[config.mk]
export PLATFORM = sky130hd
export DESIGN_NAME = traffic_phase_ctrl_flat
export DESIGN_NICKNAME = d
export VERILOG_FILES = /design/src/rtl/traffic_phase_ctrl_pkg.sv /design/src/rtl/traffic_phase_ctrl_if.sv /design/src/rtl/traffic_phase_ctrl_timer.sv /design/src/rtl/traffic_phase_ctrl.sv /design/src/flat_wrapper.sv
export SDC_FILE = /design/constraint.sdc
export NUM_CORES = 1
export LEC_CHECK = 0
export CAP_MARGIN = 10
export CORE_MARGIN = 10
export CORE_UTILIZATION = 40
export CTS_CLUSTER_DIAMETER = 150
export CTS_CLUSTER_SIZE = 12
export DETAILED_ROUTE_END_ITERATION = 16
export PLACE_DENSITY_LB_ADDON = 0.12
export SYNTH_ARGS = -nofsm -noshare
export SYNTH_HDL_FRONTEND = slang
export SYNTH_HIERARCHICAL = 1
export SYNTH_SLANG_ARGS = --single-unit
export TNS_END_PERCENT = 10
[constraint.sdc]
create_clock -name clk -period 2.3 [get_ports clk]
set_input_delay 0.46 -clock clk [delete_from_list [all_inputs] [get_ports clk]]
set_output_delay 0.46 -clock clk [all_outputs]
set_load 0.01 [all_outputs]
[src/rtl/traffic_phase_ctrl_pkg.sv]
// Shared types and default timing constants for the intersection phase controller.
package traffic_phase_ctrl_pkg;

  // Controller phases; ALLRED is only entered when TRAFFIC_ALLRED_EN is built in.
  typedef enum logic [1:0] {
    PH_GREEN  = 2'd0,
    PH_YELLOW = 2'd1,
    PH_ALLRED = 2'd2,
    PH_WALK   = 2'd3
  } phase_e;

  localparam int DEF_NUM_APPROACHES = 4;
  localparam int DEF_TW             = 8;
  localparam int DEF_GREEN_TICKS    = 20;
  localparam int DEF_YELLOW_TICKS   = 4;
  localparam int DEF_ALLRED_TICKS   = 2;
  localparam int DEF_WALK_TICKS     = 10;

endpackage

[src/rtl/traffic_phase_ctrl_if.sv]
// Sensor-side / lamp-side signal bundle of the phase controller.
// master: sensor front-end (drives tick and demand), slave: the controller.
interface traffic_phase_ctrl_if #(
  parameter int NUM_APPROACHES = 4
);
  localparam int IW = $clog2(NUM_APPROACHES);

  logic                      tick;
  logic [NUM_APPROACHES-1:0] car_present;
  logic [NUM_APPROACHES-1:0] ped_request;
  logic [NUM_APPROACHES-1:0] green;
  logic [NUM_APPROACHES-1:0] yellow;
  logic [NUM_APPROACHES-1:0] walk;
  logic [NUM_APPROACHES-1:0] ped_pending;
  logic [IW-1:0]             phase_idx;

  modport master (
    output tick, car_present, ped_request,
    input  green, yellow, walk, ped_pending, phase_idx
  );

  modport slave (
    input  tick, car_present, ped_request,
    output green, yellow, walk, ped_pending, phase_idx
  );

endinterface

[src/rtl/traffic_phase_ctrl_timer.sv]
// Phase timer: TW-bit down counter. A load always wins; otherwise each tick
// steps toward zero. done flags the expiring tick (tick while already at zero).
module traffic_phase_ctrl_timer #(
  parameter int             TW      = 8,
  parameter logic [TW-1:0]  RST_VAL = {TW{1'b0}}
) (
  input  logic          clk,
  input  logic          rst,
  input  logic          load,
  input  logic [TW-1:0] load_val,
  input  logic          tick,
  output logic          done
);

  logic [TW-1:0] count_r;

  // Count register: reset to the first green's reload value, reload on phase entry, tick down otherwise.
  always_ff @(posedge clk or posedge rst) begin
    if (rst) begin
      count_r <= RST_VAL;
    end else if (load) begin
      count_r <= load_val;
    end else if (tick && (count_r != {TW{1'b0}})) begin
      count_r <= count_r - {{(TW-1){1'b0}}, 1'b1};
    end else begin
      count_r <= count_r;
    end
  end

  assign done = tick && (count_r == {TW{1'b0}});

endmodule

[src/rtl/traffic_phase_ctrl.sv]
// N-approach intersection controller: round-robin green/yellow with demand
// skipping and an exclusive pedestrian walk phase.
// Optional feature macro: TRAFFIC_ALLRED_EN adds an all-red clearance phase
// between YELLOW and the next WALK/GREEN.
module traffic_phase_ctrl
  import traffic_phase_ctrl_pkg::*;
#(
  parameter int NUM_APPROACHES = DEF_NUM_APPROACHES,
  parameter int TW             = DEF_TW,
  parameter int GREEN_TICKS    = DEF_GREEN_TICKS,
  parameter int YELLOW_TICKS   = DEF_YELLOW_TICKS,
  parameter int ALLRED_TICKS   = DEF_ALLRED_TICKS,
  parameter int WALK_TICKS     = DEF_WALK_TICKS
) (
  input  logic                 clk,
  input  logic                 rst,
  traffic_phase_ctrl_if.slave  bus
);

  localparam int N  = NUM_APPROACHES;
  localparam int IW = $clog2(NUM_APPROACHES);

  localparam logic [TW-1:0] GREEN_LD  = TW'(GREEN_TICKS - 1);
  localparam logic [TW-1:0] YELLOW_LD = TW'(YELLOW_TICKS - 1);
  localparam logic [TW-1:0] ALLRED_LD = TW'(ALLRED_TICKS - 1);
  localparam logic [TW-1:0] WALK_LD   = TW'(WALK_TICKS - 1);
  localparam logic [N-1:0]  ONE_HOT0  = {{(N-1){1'b0}}, 1'b1};
  localparam logic [N-1:0]  NONE      = {N{1'b0}};

  // First approach after cur (wrapping, excluding cur) with demand; cur+1 when nobody waits.
  function automatic logic [IW-1:0] next_approach(input logic [IW-1:0] cur,
                                                  input logic [N-1:0]  car);
    logic [IW-1:0] pick;
    logic [IW-1:0] cand_idx;
    logic          found;
    int            cand;
    cand  = (int'(cur) + 1) % N;
    pick  = IW'(cand);
    found = 1'b0;
    for (int k = 1; k < N; k++) begin
      cand     = (int'(cur) + k) % N;
      cand_idx = IW'(cand);
      if (!found && car[cand_idx]) begin
        pick  = cand_idx;
        found = 1'b1;
      end else begin
        pick  = pick;
        found = found;
      end
    end
    return pick;
  endfunction

  phase_e        state_r, state_nxt_s;
  logic [IW-1:0] phase_idx_r, phase_nxt_s, next_app_s, clr_phase_s;
  logic [N-1:0]  walk_mask_r, walk_mask_nxt_s, clr_mask_s;
  logic [N-1:0]  ped_pending_r, pend_nxt_s, ped_ignore_s, walk_clear_s;
  logic [N-1:0]  green_r, yellow_r, walk_r;
  logic [N-1:0]  green_nxt_s, yellow_nxt_s, walk_nxt_s;
  phase_e        clr_state_s;
  logic [TW-1:0] clr_val_s, tmr_val_s;
  logic          tmr_load_s, tmr_done_s;

  traffic_phase_ctrl_timer #(
    .TW      (TW),
    .RST_VAL (GREEN_LD)
  ) u_timer (
    .clk      (clk),
    .rst      (rst),
    .load     (tmr_load_s),
    .load_val (tmr_val_s),
    .tick     (bus.tick),
    .done     (tmr_done_s)
  );

  // Next demanded approach, sampled on whichever cycle a green hand-over happens.
  always_comb begin
    next_app_s = next_approach(phase_idx_r, bus.car_present);
  end

  // Clearance exit target: waiting pedestrians are served before the next green.
  always_comb begin
    clr_state_s = PH_GREEN;
    clr_mask_s  = NONE;
    clr_phase_s = next_app_s;
    clr_val_s   = GREEN_LD;
    if (ped_pending_r != NONE) begin
      clr_state_s = PH_WALK;
      clr_mask_s  = ped_pending_r;
      clr_phase_s = phase_idx_r;
      clr_val_s   = WALK_LD;
    end else begin
      clr_state_s = PH_GREEN;
      clr_mask_s  = NONE;
      clr_phase_s = next_app_s;
      clr_val_s   = GREEN_LD;
    end
  end

  // Phase sequencing and pedestrian request bookkeeping.
  always_comb begin
    state_nxt_s     = state_r;
    phase_nxt_s     = phase_idx_r;
    walk_mask_nxt_s = walk_mask_r;
    walk_clear_s    = NONE;
    tmr_load_s      = 1'b0;
    tmr_val_s       = GREEN_LD;
    if (state_r == PH_WALK) begin
      ped_ignore_s = walk_mask_r;
    end else begin
      ped_ignore_s = NONE;
    end
    case (state_r)
      PH_GREEN: begin
        if (tmr_done_s) begin
          state_nxt_s = PH_YELLOW;
          tmr_load_s  = 1'b1;
          tmr_val_s   = YELLOW_LD;
        end else begin
          state_nxt_s = PH_GREEN;
        end
      end
      PH_YELLOW: begin
        if (tmr_done_s) begin
`ifdef TRAFFIC_ALLRED_EN
          state_nxt_s     = PH_ALLRED;
          tmr_load_s      = 1'b1;
          tmr_val_s       = ALLRED_LD;
`else
          state_nxt_s     = clr_state_s;
          phase_nxt_s     = clr_phase_s;
          walk_mask_nxt_s = clr_mask_s;
          tmr_load_s      = 1'b1;
          tmr_val_s       = clr_val_s;
`endif
        end else begin
          state_nxt_s = PH_YELLOW;
        end
      end
      PH_ALLRED: begin
        if (tmr_done_s) begin
          state_nxt_s     = clr_state_s;
          phase_nxt_s     = clr_phase_s;
          walk_mask_nxt_s = clr_mask_s;
          tmr_load_s      = 1'b1;
          tmr_val_s       = clr_val_s;
        end else begin
          state_nxt_s = PH_ALLRED;
        end
      end
      PH_WALK: begin
        if (tmr_done_s) begin
          state_nxt_s     = PH_GREEN;
          phase_nxt_s     = next_app_s;
          walk_mask_nxt_s = NONE;
          walk_clear_s    = walk_mask_r;
          tmr_load_s      = 1'b1;
          tmr_val_s       = GREEN_LD;
        end else begin
          state_nxt_s = PH_WALK;
        end
      end
      default: begin
        // Unknown phase: fall back to all lamps red and a normal clearance exit.
        state_nxt_s     = PH_ALLRED;
        walk_mask_nxt_s = NONE;
        tmr_load_s      = 1'b1;
        tmr_val_s       = ALLRED_LD;
      end
    endcase
    pend_nxt_s = (ped_pending_r | (bus.ped_request & ~ped_ignore_s)) & ~walk_clear_s;
  end

  // Lamp decode of the upcoming phase so the lamp registers track the state registers.
  always_comb begin
    if (state_nxt_s == PH_GREEN) begin
      green_nxt_s = ONE_HOT0 << phase_nxt_s;
    end else begin
      green_nxt_s = NONE;
    end
    if (state_nxt_s == PH_YELLOW) begin
      yellow_nxt_s = ONE_HOT0 << phase_nxt_s;
    end else begin
      yellow_nxt_s = NONE;
    end
    if (state_nxt_s == PH_WALK) begin
      walk_nxt_s = walk_mask_nxt_s;
    end else begin
      walk_nxt_s = NONE;
    end
  end

  // Controller state, pending requests and registered lamp outputs.
  always_ff @(posedge clk or posedge rst) begin
    if (rst) begin
      state_r       <= PH_GREEN;
      phase_idx_r   <= {IW{1'b0}};
      walk_mask_r   <= NONE;
      ped_pending_r <= NONE;
      green_r       <= ONE_HOT0;
      yellow_r      <= NONE;
      walk_r        <= NONE;
    end else begin
      state_r       <= state_nxt_s;
      phase_idx_r   <= phase_nxt_s;
      walk_mask_r   <= walk_mask_nxt_s;
      ped_pending_r <= pend_nxt_s;
      green_r       <= green_nxt_s;
      yellow_r      <= yellow_nxt_s;
      walk_r        <= walk_nxt_s;
    end
  end

  assign bus.green       = green_r;
  assign bus.yellow      = yellow_r;
  assign bus.walk        = walk_r;
  assign bus.ped_pending = ped_pending_r;
  assign bus.phase_idx   = phase_idx_r;

endmodule

[src/flat_wrapper.sv]
// flat-port wrapper written by rule: the top's interface ports become plain ports
module traffic_phase_ctrl_flat import traffic_phase_ctrl_pkg::*;
#(
  parameter int NUM_APPROACHES = DEF_NUM_APPROACHES,
  parameter int TW             = DEF_TW,
  parameter int GREEN_TICKS    = DEF_GREEN_TICKS,
  parameter int YELLOW_TICKS   = DEF_YELLOW_TICKS,
  parameter int ALLRED_TICKS   = DEF_ALLRED_TICKS,
  parameter int WALK_TICKS     = DEF_WALK_TICKS
)
  (clk, rst, bus_tick, bus_car_present, bus_ped_request, bus_green, bus_yellow, bus_walk, bus_ped_pending, bus_phase_idx);
  traffic_phase_ctrl_if #(.NUM_APPROACHES(NUM_APPROACHES)) bus_i ();
  input  logic clk;
  input  logic rst;
  input wire logic [$bits(bus_i.tick)-1:0] bus_tick;
  input wire logic [$bits(bus_i.car_present)-1:0] bus_car_present;
  input wire logic [$bits(bus_i.ped_request)-1:0] bus_ped_request;
  output wire logic [$bits(bus_i.green)-1:0] bus_green;
  output wire logic [$bits(bus_i.yellow)-1:0] bus_yellow;
  output wire logic [$bits(bus_i.walk)-1:0] bus_walk;
  output wire logic [$bits(bus_i.ped_pending)-1:0] bus_ped_pending;
  output wire logic [$bits(bus_i.phase_idx)-1:0] bus_phase_idx;
  assign bus_i.tick = bus_tick;
  assign bus_i.car_present = bus_car_present;
  assign bus_i.ped_request = bus_ped_request;
  assign bus_green = bus_i.green;
  assign bus_yellow = bus_i.yellow;
  assign bus_walk = bus_i.walk;
  assign bus_ped_pending = bus_i.ped_pending;
  assign bus_phase_idx = bus_i.phase_idx;
  traffic_phase_ctrl #(.NUM_APPROACHES(NUM_APPROACHES), .TW(TW), .GREEN_TICKS(GREEN_TICKS), .YELLOW_TICKS(YELLOW_TICKS), .ALLRED_TICKS(ALLRED_TICKS), .WALK_TICKS(WALK_TICKS)) u_core (.clk(clk), .rst(rst), .bus(bus_i));
endmodule
# ---- Yosys cells after proc, flatten, opt, wreduce, memory -nomap -nowiden
# Index checks and enable logic that the tools add are counted.
dict set report op_classes {
  bitwise 5
  n_reduce_logical 14
  mux 38
  shift 1
  add_sub_neg 4
  magnitude_cmp 3
  eq_ne 5
}
# cell count
set ops {}
lappend ops {{two-way mux 4 bit} 9}
lappend ops {{one-hot mux 8 bit (3 select lines)} 1}
lappend ops {{two-way mux 2 bit} 9}
lappend ops {{two-way mux 8 bit} 2}
lappend ops {{two-way mux 5 bit} 3}
lappend ops {{less-than comparator 2 x 3 -> 1 bit (second input constant)} 3}
lappend ops {{bitwise AND 4 bit} 2}
lappend ops {{logical NOT 8 bit} 1}
lappend ops {{two-way mux 1 bit} 8}
lappend ops {{NOT 4 bit} 2}
lappend ops {{one-hot mux 2 bit (4 select lines)} 1}
lappend ops {{one-hot mux 4 bit (2 select lines)} 1}
lappend ops {{nonzero test 8 bit} 1}
lappend ops {{subtractor 8 x 1 -> 8 bit (second input constant)} 1}
lappend ops {{binary-select mux 1 bit (select 2 bit)} 3}
lappend ops {{== test 2 bit (second input constant)} 3}
lappend ops {{adder 2 bit (second input constant)} 2}
lappend ops {{== test 2 x 1 -> 1 bit (second input constant)} 2}
lappend ops {{logical AND 1 bit} 4}
lappend ops {{logical NOT 2 bit} 2}
lappend ops {{OR 4 bit} 1}
lappend ops {{one-hot mux 2 bit (2 select lines)} 1}
lappend ops {{nonzero test 4 bit} 1}
lappend ops {{OR reduction 4 bit} 1}
lappend ops {{5 further kinds} 6}
dict set report word_totals {
  inputBits 11
  word_cells 78
  register_bits 32
}

# ---- Longest topological paths before layout
dict set report depth {
  depth_word 15
  ltp_mapped 9
}

# ---- Hierarchy
# Netlist, hierarchy kept.
# module seq_area_each_um2 n_inst area_each_um2 cells_per_inst
set by_module_without_submodules {}
lappend by_module_without_submodules {traffic_phase_ctrl 601.8 1 1187.4 122}
lappend by_module_without_submodules {traffic_phase_ctrl_timer 203.9 1 508.0 59}

# ---- Worst setup path after synthesis
# OpenSTA, ideal clock, no wires.
dict set report synth_timing {
  kind {register to register}
  from {register u_core.u_timer.count_r[4]}
  to {register u_core.u_timer.count_r[4]}
  arrival_time_ns 2.479
  required_time_ns 2.218
  n_path_buf 1
  slack_ns -0.261
  path_stages_with_launch 8
  path_cell_list {dfstp_2 or4_4 nor3_1 clkbuf_1 nand2_1 a211o_1 a21boi_0 mux2_2}
}
dict set report synth_via {
  elab_chain_cells 5
}
# element line_no
set synth_rtl {}
lappend synth_rtl {{start, declared} traffic_phase_ctrl_timer.sv:15} ;# logic [TW-1:0] count_r;
lappend synth_rtl {{start signal, assigned} traffic_phase_ctrl_timer.sv:22} ;# count_r <= load_val;
lappend synth_rtl {{start signal, assigned} traffic_phase_ctrl_timer.sv:24} ;# count_r <= count_r - {{(TW-1){1'b0}}, 1'b1};
lappend synth_rtl {{start signal, assigned} traffic_phase_ctrl_timer.sv:26} ;# count_r <= count_r;
lappend synth_rtl {{logical NOT 8 bit (*)} traffic_phase_ctrl_timer.sv:30} ;# assign done = tick && (count_r == {TW{1'b0}});
lappend synth_rtl {{logical AND 1 bit (*)} traffic_phase_ctrl_timer.sv:30}
lappend synth_rtl {{via u_core.tmr_done_s} traffic_phase_ctrl.sv:62} ;# logic tmr_load_s, tmr_done_s;
lappend synth_rtl {{two-way mux 5 bit (on tied branches)} {traffic_phase_ctrl.sv:124, traffic_phase_ctrl.sv:141, traffic_phase_ctrl.sv:115}}
lappend synth_rtl {{one-hot mux 8 bit (3 select lines) (*)} traffic_phase_ctrl.sv:113} ;# case (state_r)
lappend synth_rtl {{via u_core.tmr_val_s[4]} traffic_phase_ctrl.sv:61} ;# logic [TW-1:0] clr_val_s, tmr_val_s;
lappend synth_rtl {{two-way mux 8 bit (*)} traffic_phase_ctrl_timer.sv:21} ;# end else if (load) begin
# The timed path passes the listed nets; every way through them passes the cells marked *. The select of a mux whose other input is x is not followed.
# A chain may end at the register's enable or synchronous reset.

# ---- Worst setup path in the final report
dict set report layout_timing {
  from {register u_core.u_timer.count_r[5]}
  to {register u_core.yellow_r[0], in the netlist u_core/bus.yellow[0]}
}
dict set report layout_via {
  elab_chain_cells 6
}
# element line_no
set layout_rtl {}
lappend layout_rtl {{logical NOT 8 bit (*)} traffic_phase_ctrl_timer.sv:30}
lappend layout_rtl {{logical AND 1 bit (*)} traffic_phase_ctrl_timer.sv:30}
lappend layout_rtl {{via u_core.tmr_done_s} traffic_phase_ctrl.sv:62}
lappend layout_rtl {{two-way mux 2 bit (on tied branches)} {traffic_phase_ctrl.sv:152, traffic_phase_ctrl.sv:124, traffic_phase_ctrl.sv:141}}
lappend layout_rtl {{one-hot mux 2 bit (2 select lines) (*)} traffic_phase_ctrl.sv:113}
lappend layout_rtl {{via u_core.phase_nxt_s[1]} traffic_phase_ctrl.sv:55} ;# logic [IW-1:0] phase_idx_r, phase_nxt_s, next_app_s, clr_phase_s;
lappend layout_rtl {{left shift 1 x 2 -> 4 bit (*)} traffic_phase_ctrl.sv:182} ;# yellow_nxt_s = ONE_HOT0 << phase_nxt_s;
lappend layout_rtl {{two-way mux 4 bit (*)} traffic_phase_ctrl.sv:181} ;# if (state_nxt_s == PH_YELLOW) begin
lappend layout_rtl {{via u_core.yellow_nxt_s[0]} traffic_phase_ctrl.sv:59} ;# logic [N-1:0] green_nxt_s, yellow_nxt_s, walk_nxt_s;
lappend layout_rtl {{end signal, assigned} traffic_phase_ctrl.sv:209} ;# yellow_r <= yellow_nxt_s;
lappend layout_rtl {{end, declared} traffic_phase_ctrl.sv:58} ;# logic [N-1:0] green_r, yellow_r, walk_r;
# The timed path passes the listed nets; every way through them passes the cells marked *.

==> impl_metrics.py <==
metrics = {
    "detailed_routing": {
        "drt_pre_antenna_iters": 4,
        "post_drt_via_cell_ratio": 5.27,
        "initialDrtViolationCount": 60,
        "dr_total_vias": 1522,
        "route.antenna.remaining_nets": 0,
        "drt_drc_violations_left": 0,
        "route.detailed.wl_per_inst_um": 15.4,
        "wirelength_mm": 4.44,
    },
    "run_status": {
        "violations_in_the_final_reports": "negative setup slack",
        "outcome": "complete, but fails checks",
    },
    "power_and_ir_drop": {
        "power.net_switching_mw": 0.537,
        "power_frac_clock_pct": 32.2,
        "seqPwrFrac_pct": 39.4,
        "power_report.internal_total_mw": 1.29,
        "share_comb_of_total_power_pct": 28.4,
        "peak_supply_drop_uv": 468,
        "netSwitchingFraction_pct": 29.4,
        "pwr_density_cell_nw_per_um2": 754,
        "leakagePower_nw": 0.994,
    },
    "grt": {
        "grt_pass1_wl_mm": 7.37,
        "largest_net_degree_at_the_start_of_global_routing": 25,
        "globalRouteOverflowTotal": 0,
        "groute.usage.overall_pct": 12.3,
        "grt_antenna_before_repair": 0,
        "number_of_global_route_vias_before_repair": 1517,
    },
    "synth": {
        "synth.area.top_cells": "dfrtp_1 41%, dfstp_2 6.2%, a21oi_1 4.4%",
        "synthDominantAreaCellType": "dfrtp_1",
        "synth_sequential_area_ratio_pct": 47.5,
        "synthDominantCellAreaShare_pct": 41.3,
        "syn-instance-count": 181,
        "yosys_register_bits": 32,
        "most_frequent_cell_after_synthesis": "dfrtp_1",
        "synthDistinctLibCells": 46,
        "mappedNetlistArea_um2": 1700,
        "synth-async-reset-ratio_pct": 100,
        "dominantRegCellSynth": "dfrtp_1",
        "top_post_synthesis_cells_by_count": "28 x dfrtp_1, 19 x nor2_1, 16 x nand2_1",
        "avg_inst_size_synth_um2": 9.37,
        "synth-warning-count": 6,
        "synth_enable_flop_cells": 0,
    },
    "final_layout": {
        "flow.area_growth_from_synthesis_pct": 42.7,
        "post_route_cells_drive_above_1_share_pct": 25.5,
        "antenna-diode-count": 0,
        "design.final.nets": 254,
        "final.fill_count": 348,
        "instances_no_fill": 289,
    },
    "cts": {
        "worstSkewPairLatency_ns": 0.28,
        "numCtsBuffers": 5,
        "cts_root_buffer": "clkbuf_8",
        "clk_pin_slew_ns": 0.07,
        "cts_tree": "done",
        "cts_h_tree_depth": 2,
        "clockBufferDepth": 2,
        "cts.sink_count": 32,
    },
    "job": {
        "maxCapViolCount": 0,
    },
    "place": {
        "place_congestion": 0.848,
        "dp_hpwl_mm": 3.32,
        "portBuffers": 28,
        "dp_cells": 276,
    },
    "die": {
        "placement_rows": 23,
        "die_x_um": 85.1,
        "die_h_um": 85.1,
        "placeableCoreArea_um2": 4060,
        "floorplan.initialDensity_pct": 41.8,
        "io_pins": 29,
        "die_area_um2": 7240,
    },
    "timing": {
        "timing.clock.skew_ns": 0.00392,
        "rsz0062_at_grt": "true",
        "layout_setup_ws_ns": -0.000821,
        "hold_violations_final": 0,
        "maxClockFrequency_ghz": 0.435,
        "slew_viol_final": 0,
        "finalWorstPathRequiredPeriod_ns": 2.30,
        "final_min_period_over_clock_period_pct": 100,
        "timing.final.setup_violations": 1,
        "final.hold.worst_slack_ns": 0.447,
    },
    "critical_path": {
        "crit_arrival_ns": 2.51,
        "critical_path_endpoint_category": "register",
        "timing.critical_path.from_type": "register",
        "cp_data_required_time_ns": 2.51,
        "r2r_slack_ns": -0.0008,
        "critPathKind": "reg2reg",
        "timing.critical_path.fanout_max": 6,
    },
    "min_path": {
        "worst_hold_path_type": "in2async",
    },
}
cells in the final DEF, fill, tap and decap left out, types with 6 or more instances in the layout:
cell type and instances:
a21oi_1 15, buf_4 24, clkbuf_8 7, clkdlybuf4s50_1 28, dfrtp_1 28, inv_1 7
nand2_1 16, nor2_1 14, nor2b_1 6, o21ai_0 9
kinds of logic (layout without fill, tap and decap cells):
family | count (synthesis) | in the layout | synth area share (%)
fa+ha+maj | 5 | 5 | 3.69
xor+xnor | 1 | 1 | 0.517
compound gates | 48 | 48 | 19.1
flops | 32 | 32 | 47.5
other cells | 2 | 5 | 0.443
mux | 2 | 2 | 1.25
buf+inv | 14 | 69 | 3.10
simple gates | 77 | 77 | 24.4
layout make-up:
type / count / area [µm²] / area share [%]
multi-input combinational: 138 / 922 / 38.1
sequential: 32 / 806 / 33.3
timing repair buffer: 53 / 472 / 19.5
clock buffer: 7 / 96.3 / 3.98
tap: 50 / 62.6 / 2.59
clock inverter: 1 / 30.0 / 1.24
inverter: 8 / 30.0 / 1.24
final timing paths:
check / startpoint / cells after the start / to
worst min register to register: u_core/walk_mask_r[2] / 1 / u_core/bus.ped_pending[2]
worst max-delay path: u_core/u_timer/count_r[5] / 7 / u_core/bus.yellow[0]
min in group clk: u_core/walk_mask_r[2] / 1 / u_core/bus.ped_pending[2]
worst max register to register: u_core/u_timer/count_r[5] / 7 / u_core/bus.yellow[0]
worst min-delay path: rst / 2 / u_core/u_timer/count_r[7]
max in group asynchronous: rst / 3 / u_core/bus.green[0]
state kept, by name (all words and copies together), names as in the netlist:
name / flops
u_core/u_timer/count_r: 8
u_core/bus.green: 4
u_core/bus.ped_pending: 4
u_core/bus.walk: 4
u_core/bus.yellow: 4
u_core/walk_mask_r: 4
u_core/bus.phase_idx: 2
u_core/state_r: 2
metrics by stage:
stage	instance area, µm²	setup slack (ns)	power [mW]	TNS (ns)	util, %
3_3_place_gp	2190	-0.0466	1.18	-0.161	53.9
6_report	2420	-0.000821	1.82	-0.000821	59.6
4_1_cts	2350	0.00725	1.82	0	57.9
2_1_floorplan	1720	0.0528	1.04	0	-
3_5_place_dp	2190	-0.0918	1.21	-0.648	53.9
5_1_grt	2420	-0.103	1.94	-0.698	59.6
power by group through the flow:
stage | sequential, mW | combinational (mW) | clock [mW]
6_report | 0.719 | 0.517 | 0.588
3_3_place_gp | 0.722 | 0.454 | 0
2_1_floorplan | 0.726 | 0.310 | 0
4_1_cts | 0.720 | 0.497 | 0.605
3_5_place_dp | 0.730 | 0.478 | 0
5_1_grt | 0.728 | 0.581 | 0.631
critical path: stages, from the launching register on:
cell and delay (ns):
dfrtp_1 0.40, or4_4 0.54, nor3_4 0.30, nand2b_1 0.14, or2_1 0.27, a32oi_4 0.31
inv_2 0.13, nor2_2 0.13
per-layer routing:
layer	part of all wire, %	global-route usage (%)	up-vias
li1	-	-	748
met3	4.2	4.21	4
met1	41	14.3	734
met2	54	21.0	36
met5	0	0	-
met4	0.63	3.44	0
repair_timing:
| item | 4_1_cts | 5_1_grt |
|---|---|---|
| hold buffers | 0 | 0 |
| gates resized for setup | 4 | 11 |
| setup buffers | 1 | 4 |
| pin swaps | 3 | 7 |
| setup endpoints to repair | 9 | 16 |
(Power assumes the default switching activity.)
